## src/rtl/cordic_pkg.sv

```systemverilog
`default_nettype none
// +----------------------------------------------------------------------------+
// | Module   : cordic_pkg                                                      |
// | Purpose  : Shared constants and octant-to-flag decode for the CORDIC front. |
// | Revision : 1.0  initial release                                            |
// +----------------------------------------------------------------------------+
package cordic_pkg;

    localparam int PI_4_Q15        = 25736;
    localparam int DEFAULT_WIDTH   = 16;
    localparam int DEFAULT_PHASE_W = 16;

    // Returns {swap_xy, neg_sin, neg_cos} for the octant of the sampled phase.
    function automatic logic [2:0] octant_flags(input logic [2:0] oct);
        logic [2:0] flags;
        case (oct)
            3'd0:    flags = 3'b000;
            3'd1:    flags = 3'b100;
            3'd2:    flags = 3'b101;
            3'd3:    flags = 3'b001;
            3'd4:    flags = 3'b011;
            3'd5:    flags = 3'b111;
            3'd6:    flags = 3'b110;
            default: flags = 3'b010;
        endcase
        return flags;
    endfunction

endpackage
`default_nettype wire

```

## src/rtl/cordic_phase_gen_if.sv

```systemverilog
`default_nettype none
// +----------------------------------------------------------------------------+
// | Module   : cordic_phase_gen_if                                             |
// | Purpose  : Control inputs and angle/flag output handshake of the phase gen. |
// | Revision : 1.0  initial release                                            |
// +----------------------------------------------------------------------------+
interface cordic_phase_gen_if
    import cordic_pkg::*;
#(
    parameter int PHASE_W = DEFAULT_PHASE_W,
    parameter int WIDTH   = DEFAULT_WIDTH
);
    logic                     en;
    logic [PHASE_W-1:0]       freq_word;
    logic                     phase_ld;
    logic [PHASE_W-1:0]       phase_init;
    logic                     out_valid;
    logic                     out_ready;
    logic signed [WIDTH-1:0]  angle;
    logic [2:0]               octant;
    logic                     swap_xy;
    logic                     neg_sin;
    logic                     neg_cos;

    modport master (
        input  en, freq_word, phase_ld, phase_init, out_ready,
        output out_valid, angle, octant, swap_xy, neg_sin, neg_cos
    );

    modport slave (
        output en, freq_word, phase_ld, phase_init, out_ready,
        input  out_valid, angle, octant, swap_xy, neg_sin, neg_cos
    );
endinterface
`default_nettype wire

```

## src/rtl/phase_dither_lfsr.sv

```systemverilog
`default_nettype none
// +----------------------------------------------------------------------------+
// | Module   : phase_dither_lfsr                                               |
// | Purpose  : 16-bit Fibonacci LFSR (taps 16,14,13,11) supplying phase dither. |
// | Revision : 1.0  initial release                                            |
// +----------------------------------------------------------------------------+
`ifdef PHASE_DITHER_EN
module phase_dither_lfsr (
    input  wire logic       clk,
    input  wire logic       rst,
    input  wire logic       i_adv,
    output logic [2:0]      o_dither
);
    localparam logic [15:0] c_SEED = 16'hACE1;

    logic [15:0] r_lfsr;
    logic        w_fb;

    assign w_fb = r_lfsr[15] ^ r_lfsr[13] ^ r_lfsr[12] ^ r_lfsr[10];

    always_ff @(posedge clk) begin
        if (rst) begin
            r_lfsr <= c_SEED;
        end else if (i_adv) begin
            r_lfsr <= {r_lfsr[14:0], w_fb};
        end
    end

    assign o_dither = r_lfsr[2:0];
endmodule
`endif
`default_nettype wire

```

## src/rtl/cordic_phase_gen.sv

```systemverilog
`default_nettype none
// +----------------------------------------------------------------------------+
// | Module   : cordic_phase_gen                                                |
// | Purpose  : Phase accumulator with octant folding into a [0, pi/4] angle    |
// |            plus swap/negate flags; optional dither via PHASE_DITHER_EN.    |
// | Revision : 1.0  initial release                                            |
// +----------------------------------------------------------------------------+
module cordic_phase_gen
    import cordic_pkg::*;
#(
    parameter int PHASE_W = DEFAULT_PHASE_W,
    parameter int WIDTH   = DEFAULT_WIDTH
) (
    input  wire logic           clk,
    input  wire logic           rst,
    cordic_phase_gen_if.master  bus
);
    localparam int c_RES_W  = PHASE_W - 3;
    localparam int c_FOLD_W = PHASE_W - 2;
    localparam int c_PROD_W = c_FOLD_W + 15;
    localparam logic [c_FOLD_W-1:0] c_RES_SPAN = {1'b1, {c_RES_W{1'b0}}};

    logic [PHASE_W-1:0]       r_acc;
    logic [PHASE_W-1:0]       w_phase;
    logic                     w_stall;
    logic                     w_sample;
    logic [2:0]               w_oct;
    logic [c_RES_W-1:0]       w_res;
    logic [c_FOLD_W-1:0]      w_fold;
    logic [c_PROD_W-1:0]      w_prod;

    logic                     r_s1_valid;
    logic [2:0]               r_s1_oct;
    logic [c_FOLD_W-1:0]      r_s1_res;

    logic                     r_out_valid;
    logic signed [WIDTH-1:0]  r_angle;
    logic [2:0]               r_octant;
    logic                     r_swap;
    logic                     r_nsin;
    logic                     r_ncos;

    assign w_stall  = r_out_valid && !bus.out_ready;
    assign w_sample = bus.en && !bus.phase_ld && !w_stall;

`ifdef PHASE_DITHER_EN
    logic [2:0] w_dither;

    phase_dither_lfsr u_lfsr (
        .clk      (clk),
        .rst      (rst),
        .i_adv    (w_sample),
        .o_dither (w_dither)
    );

    // Dither perturbs only the sampled phase; the accumulator stays exact.
    assign w_phase = r_acc + PHASE_W'(w_dither);
`else
    assign w_phase = r_acc;
`endif

    assign w_oct  = w_phase[PHASE_W-1 -: 3];
    assign w_res  = w_phase[c_RES_W-1:0];
    assign w_fold = w_oct[0] ? (c_RES_SPAN - {1'b0, w_res}) : {1'b0, w_res};
    assign w_prod = c_PROD_W'(r_s1_res) * c_PROD_W'(PI_4_Q15);

    always_ff @(posedge clk) begin
        if (rst) begin
            r_acc       <= '0;
            r_s1_valid  <= 1'b0;
            r_s1_oct    <= '0;
            r_s1_res    <= '0;
            r_out_valid <= 1'b0;
            r_angle     <= '0;
            r_octant    <= '0;
            r_swap      <= 1'b0;
            r_nsin      <= 1'b0;
            r_ncos      <= 1'b0;
        end else begin
            if (bus.phase_ld) begin
                r_acc <= bus.phase_init;
            end else if (w_sample) begin
                r_acc <= r_acc + bus.freq_word;
            end

            if (w_sample) begin
                r_s1_oct <= w_oct;
                r_s1_res <= w_fold;
            end

            // Stage 2 is free or handing off whenever not stalled.
            if (!w_stall) begin
                r_s1_valid  <= w_sample;
                r_out_valid <= r_s1_valid;
                if (r_s1_valid) begin
                    r_angle                    <= WIDTH'(w_prod >> c_RES_W);
                    r_octant                   <= r_s1_oct;
                    {r_swap, r_nsin, r_ncos}   <= octant_flags(r_s1_oct);
                end
            end
        end
    end

    assign bus.out_valid = r_out_valid;
    assign bus.angle     = r_angle;
    assign bus.octant    = r_octant;
    assign bus.swap_xy   = r_swap;
    assign bus.neg_sin   = r_nsin;
    assign bus.neg_cos   = r_ncos;
endmodule
`default_nettype wire

```

## src/flat_wrapper.sv

```systemverilog
// flat-port wrapper written by rule: the top's interface ports become plain ports
module cordic_phase_gen_flat import cordic_pkg::*;
#(
    parameter int PHASE_W = DEFAULT_PHASE_W,
    parameter int WIDTH   = DEFAULT_WIDTH
)
  (clk, rst, bus_en, bus_freq_word, bus_phase_ld, bus_phase_init, bus_out_ready, bus_out_valid, bus_angle, bus_octant, bus_swap_xy, bus_neg_sin, bus_neg_cos);
  cordic_phase_gen_if #(.PHASE_W(PHASE_W), .WIDTH(WIDTH)) bus_i ();
  input  wire logic clk;
  input  wire logic rst;
  input wire logic [$bits(bus_i.en)-1:0] bus_en;
  input wire logic [$bits(bus_i.freq_word)-1:0] bus_freq_word;
  input wire logic [$bits(bus_i.phase_ld)-1:0] bus_phase_ld;
  input wire logic [$bits(bus_i.phase_init)-1:0] bus_phase_init;
  input wire logic [$bits(bus_i.out_ready)-1:0] bus_out_ready;
  output wire logic [$bits(bus_i.out_valid)-1:0] bus_out_valid;
  output wire logic [$bits(bus_i.angle)-1:0] bus_angle;
  output wire logic [$bits(bus_i.octant)-1:0] bus_octant;
  output wire logic [$bits(bus_i.swap_xy)-1:0] bus_swap_xy;
  output wire logic [$bits(bus_i.neg_sin)-1:0] bus_neg_sin;
  output wire logic [$bits(bus_i.neg_cos)-1:0] bus_neg_cos;
  assign bus_i.en = bus_en;
  assign bus_i.freq_word = bus_freq_word;
  assign bus_i.phase_ld = bus_phase_ld;
  assign bus_i.phase_init = bus_phase_init;
  assign bus_i.out_ready = bus_out_ready;
  assign bus_out_valid = bus_i.out_valid;
  assign bus_angle = bus_i.angle;
  assign bus_octant = bus_i.octant;
  assign bus_swap_xy = bus_i.swap_xy;
  assign bus_neg_sin = bus_i.neg_sin;
  assign bus_neg_cos = bus_i.neg_cos;
  cordic_phase_gen #(.PHASE_W(PHASE_W), .WIDTH(WIDTH)) u_core (.clk(clk), .rst(rst), .bus(bus_i));
endmodule
```

## config.mk

```make
export PLATFORM = sky130hd
export DESIGN_NAME = cordic_phase_gen_flat
export DESIGN_NICKNAME = d
export VERILOG_FILES = /design/src/rtl/cordic_pkg.sv /design/src/rtl/cordic_phase_gen_if.sv /design/src/rtl/phase_dither_lfsr.sv /design/src/rtl/cordic_phase_gen.sv /design/src/flat_wrapper.sv
export SDC_FILE = /design/constraint.sdc
export NUM_CORES = 1
export LEC_CHECK = 0
export CAP_MARGIN = 40
export CORE_UTILIZATION = 45
export CTS_BUF_LIST = sky130_fd_sc_hd__clkbuf_16
export CTS_CLUSTER_SIZE = 10
export DETAILED_ROUTE_END_ITERATION = 10
export MAX_ROUTING_LAYER = met4
export PLACE_DENSITY = 0.66
export SKIP_CTS_REPAIR_TIMING = 1
export SYNTH_ARGS = -nofsm -noshare
export SYNTH_HDL_FRONTEND = slang
export SYNTH_SLANG_ARGS = --single-unit
```

## constraint.sdc

```tcl
create_clock -name clk -period 9.26 [get_ports clk]
set_clock_uncertainty 0.05 [all_clocks]
set_input_delay 1.852 -clock clk [delete_from_list [all_inputs] [get_ports clk]]
set_output_delay 1.852 -clock clk [all_outputs]
set_load 0.05 [all_outputs]
```

==> metrics.md <==
| Metric | Value |
|---|---|
| CP max FO | 7 |
| Logic gate share of total power | 34.7% |
| Area post-placement | 0.00623 mm² |
| WP data arrival | 4.63 ns |
| Worst reg2reg setup slack | 4.80 ns |
| Slew Limit Fails | 0 |
| Seq pwr share | 30.1% |
| Die Ht | 113 µm |
| Worst hold path depth | 2 |
| Final setup violation count | 0 |
| Sequential share of the synthesized area | 20.7% |
| P per Cell Area | 144 mW/mm² |
| Max_slew headroom | 47.7% |
| Ys Warns | 0 |
| Mapped cell area | 0.00551 mm² |
| Leading post-synthesis cells by cell area | ha_1, dfxtp_1, fa_1 |
| Crit path required time | 9.43 ns |
| Switching part of the total | 35.6% |
| Die width | 113 µm |
| Worst R2R Start | u_core.r_s1_res[1]$_SDFFE_PP0P_ |
| RSZ-0062 raised after global routing | false |
| Area grow syn2layout | 18.6% |
| Hold endpoint | u_core.bus.angle[12]$_SDFFE_PP0P_ |
| Vias | 4814 |
| ANT cells | 0 |
| FF+latch count, synth | 57 |
| EDFF count, synth | 0 |
| Number of cell rows | 40 |
| Finished Cell Area | 0.00653 mm² |
| Vias in the first global route | 4654 |
| Num ports | 60 |
| Crit start category | register |
| DRC Markers | 0 |
| First-pass GRT wire length | 21.5 mm |
| Synth async-reset ratio | 0% |
| Max Cap Violations | 0 |
| DR iter-0 viols | 241 |
| Worst-margin pin slew | 0.784 ns |
| CP Class | register to register |
| Pin count of the biggest net entering global routing | 47 |
| Pre-antenna DRT Iters | 5 |
| Post-synth top flop | dfxtp_1 |
| Mapped Cells | 656 |
| WHS | 0.403 ns |
| CTS Buffer Depth | 2 |
| Synth unique cells | 60 |
| Fmax | 224 MHz |
| Post-synth top cells | ha_1, nand2_1, inv_1, a21oi_1, dfxtp_1 |
| Hold Path Class | register to register |
| Clk root buf | clkbuf_16 |
| Psw | 0.334 mW |
| Total Power | 0.938 mW |
| HPWL after DPL | 10.5 mm |
| Setup TNS | 0 ns |
| Final worst path period share | 48.2% |
| Hold Vio Cnt, Final | 0 |
| Starting density of the core | 46.0% |
| Layout Nets | 871 |
| Post-layout min period | 4.46 ns |
| Total CTS buffers | 9 |
| Core ar. | 0.0120 mm² |
| H-tree Lvls | 3 |
| Final WL | 13.0 mm |
| Die area | 0.0127 mm² |
| Setup WS post-layout | 4.80 ns |
| Reg2reg end | u_core.bus.angle[12]$_SDFFE_PP0P_ |
| Via density | 5.58 |
| Avg Cell Area, Syn | 8.39 µm² |
| Grt ovf | 0 |
| Most frequent cell after synthesis | ha_1 |
| FILL cells | 1111 |
| Pre-CTS WS | 4.72 ns |
| Share of post-route cells with drive strength above 1 | 4.61% |
| GRT Overall Usage | 21.8% |
| Share of the synthesized area in the top cell type | 22.7% |
| Status | finished clean |
| CTS tree | done |
| Initial antenna violation count | 0 |
| Post-synth top area cell | ha_1 |
| Worst-Skew Late Latency | 0.34 ns |
| Leakage | 3.04 nW |
| Syn_nets | 816 |
| P_int | 0.603 mW |
| Final ANT Viol Nets | 0 |
| PortBufs | 59 |
| Worst R2R Path Depth | 14 |
| Sink Count | 57 |
| Routability cong. | 0.921 |
| Critical path capture point type | register |
| Hold path start | u_core.bus.angle[12]$_SDFFE_PP0P_ |
| Worst VDD drop | 79.5 µV |
| Clk pwr share | 35.2% |
| Wire length per cell | 15.0 µm |
| Worst-path clk slew | 0.06 ns |
-- routing by layer --
| metal | up-vias | GRT usage (%) | part of all wire (%) |
|---|---|---|---|
| met2 | 110 | 37.9 | 49 |
| met4 | 0 | 6.49 | 1.3 |
| met5 | - | - | 0 |
| met1 | 2243 | 26.2 | 45 |
| li1 | 2451 | - | - |
| met3 | 10 | 3.08 | 4.0 |
-- critical path, stage by stage (launching register included) --
cell and delay, ns:
dfxtp_1 0.36, ha_1 0.30, inv_1 0.05, fa_1 0.50, inv_1 0.05, fa_1 0.56, fa_1 0.44, ha_1 0.31
ha_1 0.40, a21o_1 0.19, a31o_2 0.23, a221oi_2 0.49, o211ai_1 0.19, xnor2_1 0.17, o21ai_1 0.07
-- cell usage in the layout, fill, tap and decap left out, types with 6 or more instances in the layout --
cell             instances
dfxtp_1                 57
nand3_1                 15
o21bai_1                 7
xor2_1                  10
a211oi_1                16
fa_1                    23
clkdlybuf4s50_1         58
ha_1                   100
nor2_1                  40
o211ai_1                 6
inv_1                   69
a311oi_1                 6
nor3_1                   8
o21ai_0                 30
nand4_1                  8
xnor2_1                 19
nand2_1                 76
a21o_1                  10
clkbuf_16                9
a21oi_1                 61
-- area by class of cell --
class	count	area, µm²	share of cell area (%)
Timing Repair Buffer	63	628	9.62
Tap cell	147	184	2.82
Clock inverter	7	71.3	1.09
Sequential cell	57	1140	17.5
Inverter	69	259	3.97
Multi-Input combinational cell	511	4020	61.6
Clock buffer	9	225	3.45
-- registers in the layout, indices dropped and copies added, names as in the netlist, 3 cells and up --
signal             count
u_core.r_s1_res       14
u_core.r_acc          16
u_core.bus.octant      3
u_core.bus.angle      16
u_core.r_s1_oct        3
-- cell families after synthesis --
| logic type | count (synthesis) | share of synthesized area, % |
|---|---|---|
| buffers and inverters | 88 | 6.23 |
| multiplexers | 2 | 0.364 |
| XOR/XNOR | 29 | 4.61 |
| AND/OR/NAND/NOR | 176 | 14.6 |
| adder cells (fa/ha/maj) | 123 | 31.1 |
| flip-flops | 57 | 20.7 |
| AO/OA/AOI/OAI | 181 | 22.3 |
-- power by group through the flow --
| stage | Sequential [mW] | Combinational (mW) | Clock (mW) |
|---|---|---|---|
| floorplan | 0.293 | 0.231 | 0 |
| global placement | 0.287 | 0.319 | 0 |
| detailed placement | 0.288 | 0.325 | 0 |
| CTS | 0.283 | 0.328 | 0.337 |
| global route | 0.285 | 0.367 | 0.346 |
| finish | 0.282 | 0.325 | 0.330 |
-- per-stage QoR --
stage	util, %	instances
after floorplan	-	656
after global placement	51.9	845
after detailed placement	52.1	847
after CTS	54.6	863
after global routing	54.6	863
final	54.6	863
-- worst max-delay path by stage --
| stage | start | to | slack [ns] | depth (start not counted) |
|---|---|---|---|---|
| after floorplan | u_core.r_s1_res[2]$_SDFFE_PP0P_ | u_core.bus.angle[13]$_SDFFE_PP0P_ | 5.07 | 12 |
| after global placement | bus_freq_word[0] | u_core.r_acc[12]$_SDFFE_PP0P_ | 4.80 | 10 |
| after detailed placement | bus_freq_word[0] | u_core.r_acc[12]$_SDFFE_PP0P_ | 4.72 | 10 |
| after CTS | u_core.r_s1_res[7]$_SDFFE_PP0P_ | u_core.bus.angle[13]$_SDFFE_PP0P_ | 4.77 | 14 |
| after global routing | u_core.r_s1_res[7]$_SDFFE_PP0P_ | u_core.bus.angle[13]$_SDFFE_PP0P_ | 4.49 | 14 |
| final | u_core.r_s1_res[1]$_SDFFE_PP0P_ | u_core.bus.angle[12]$_SDFFE_PP0P_ | 4.80 | 14 |
(Power assumes the default switching activity.)
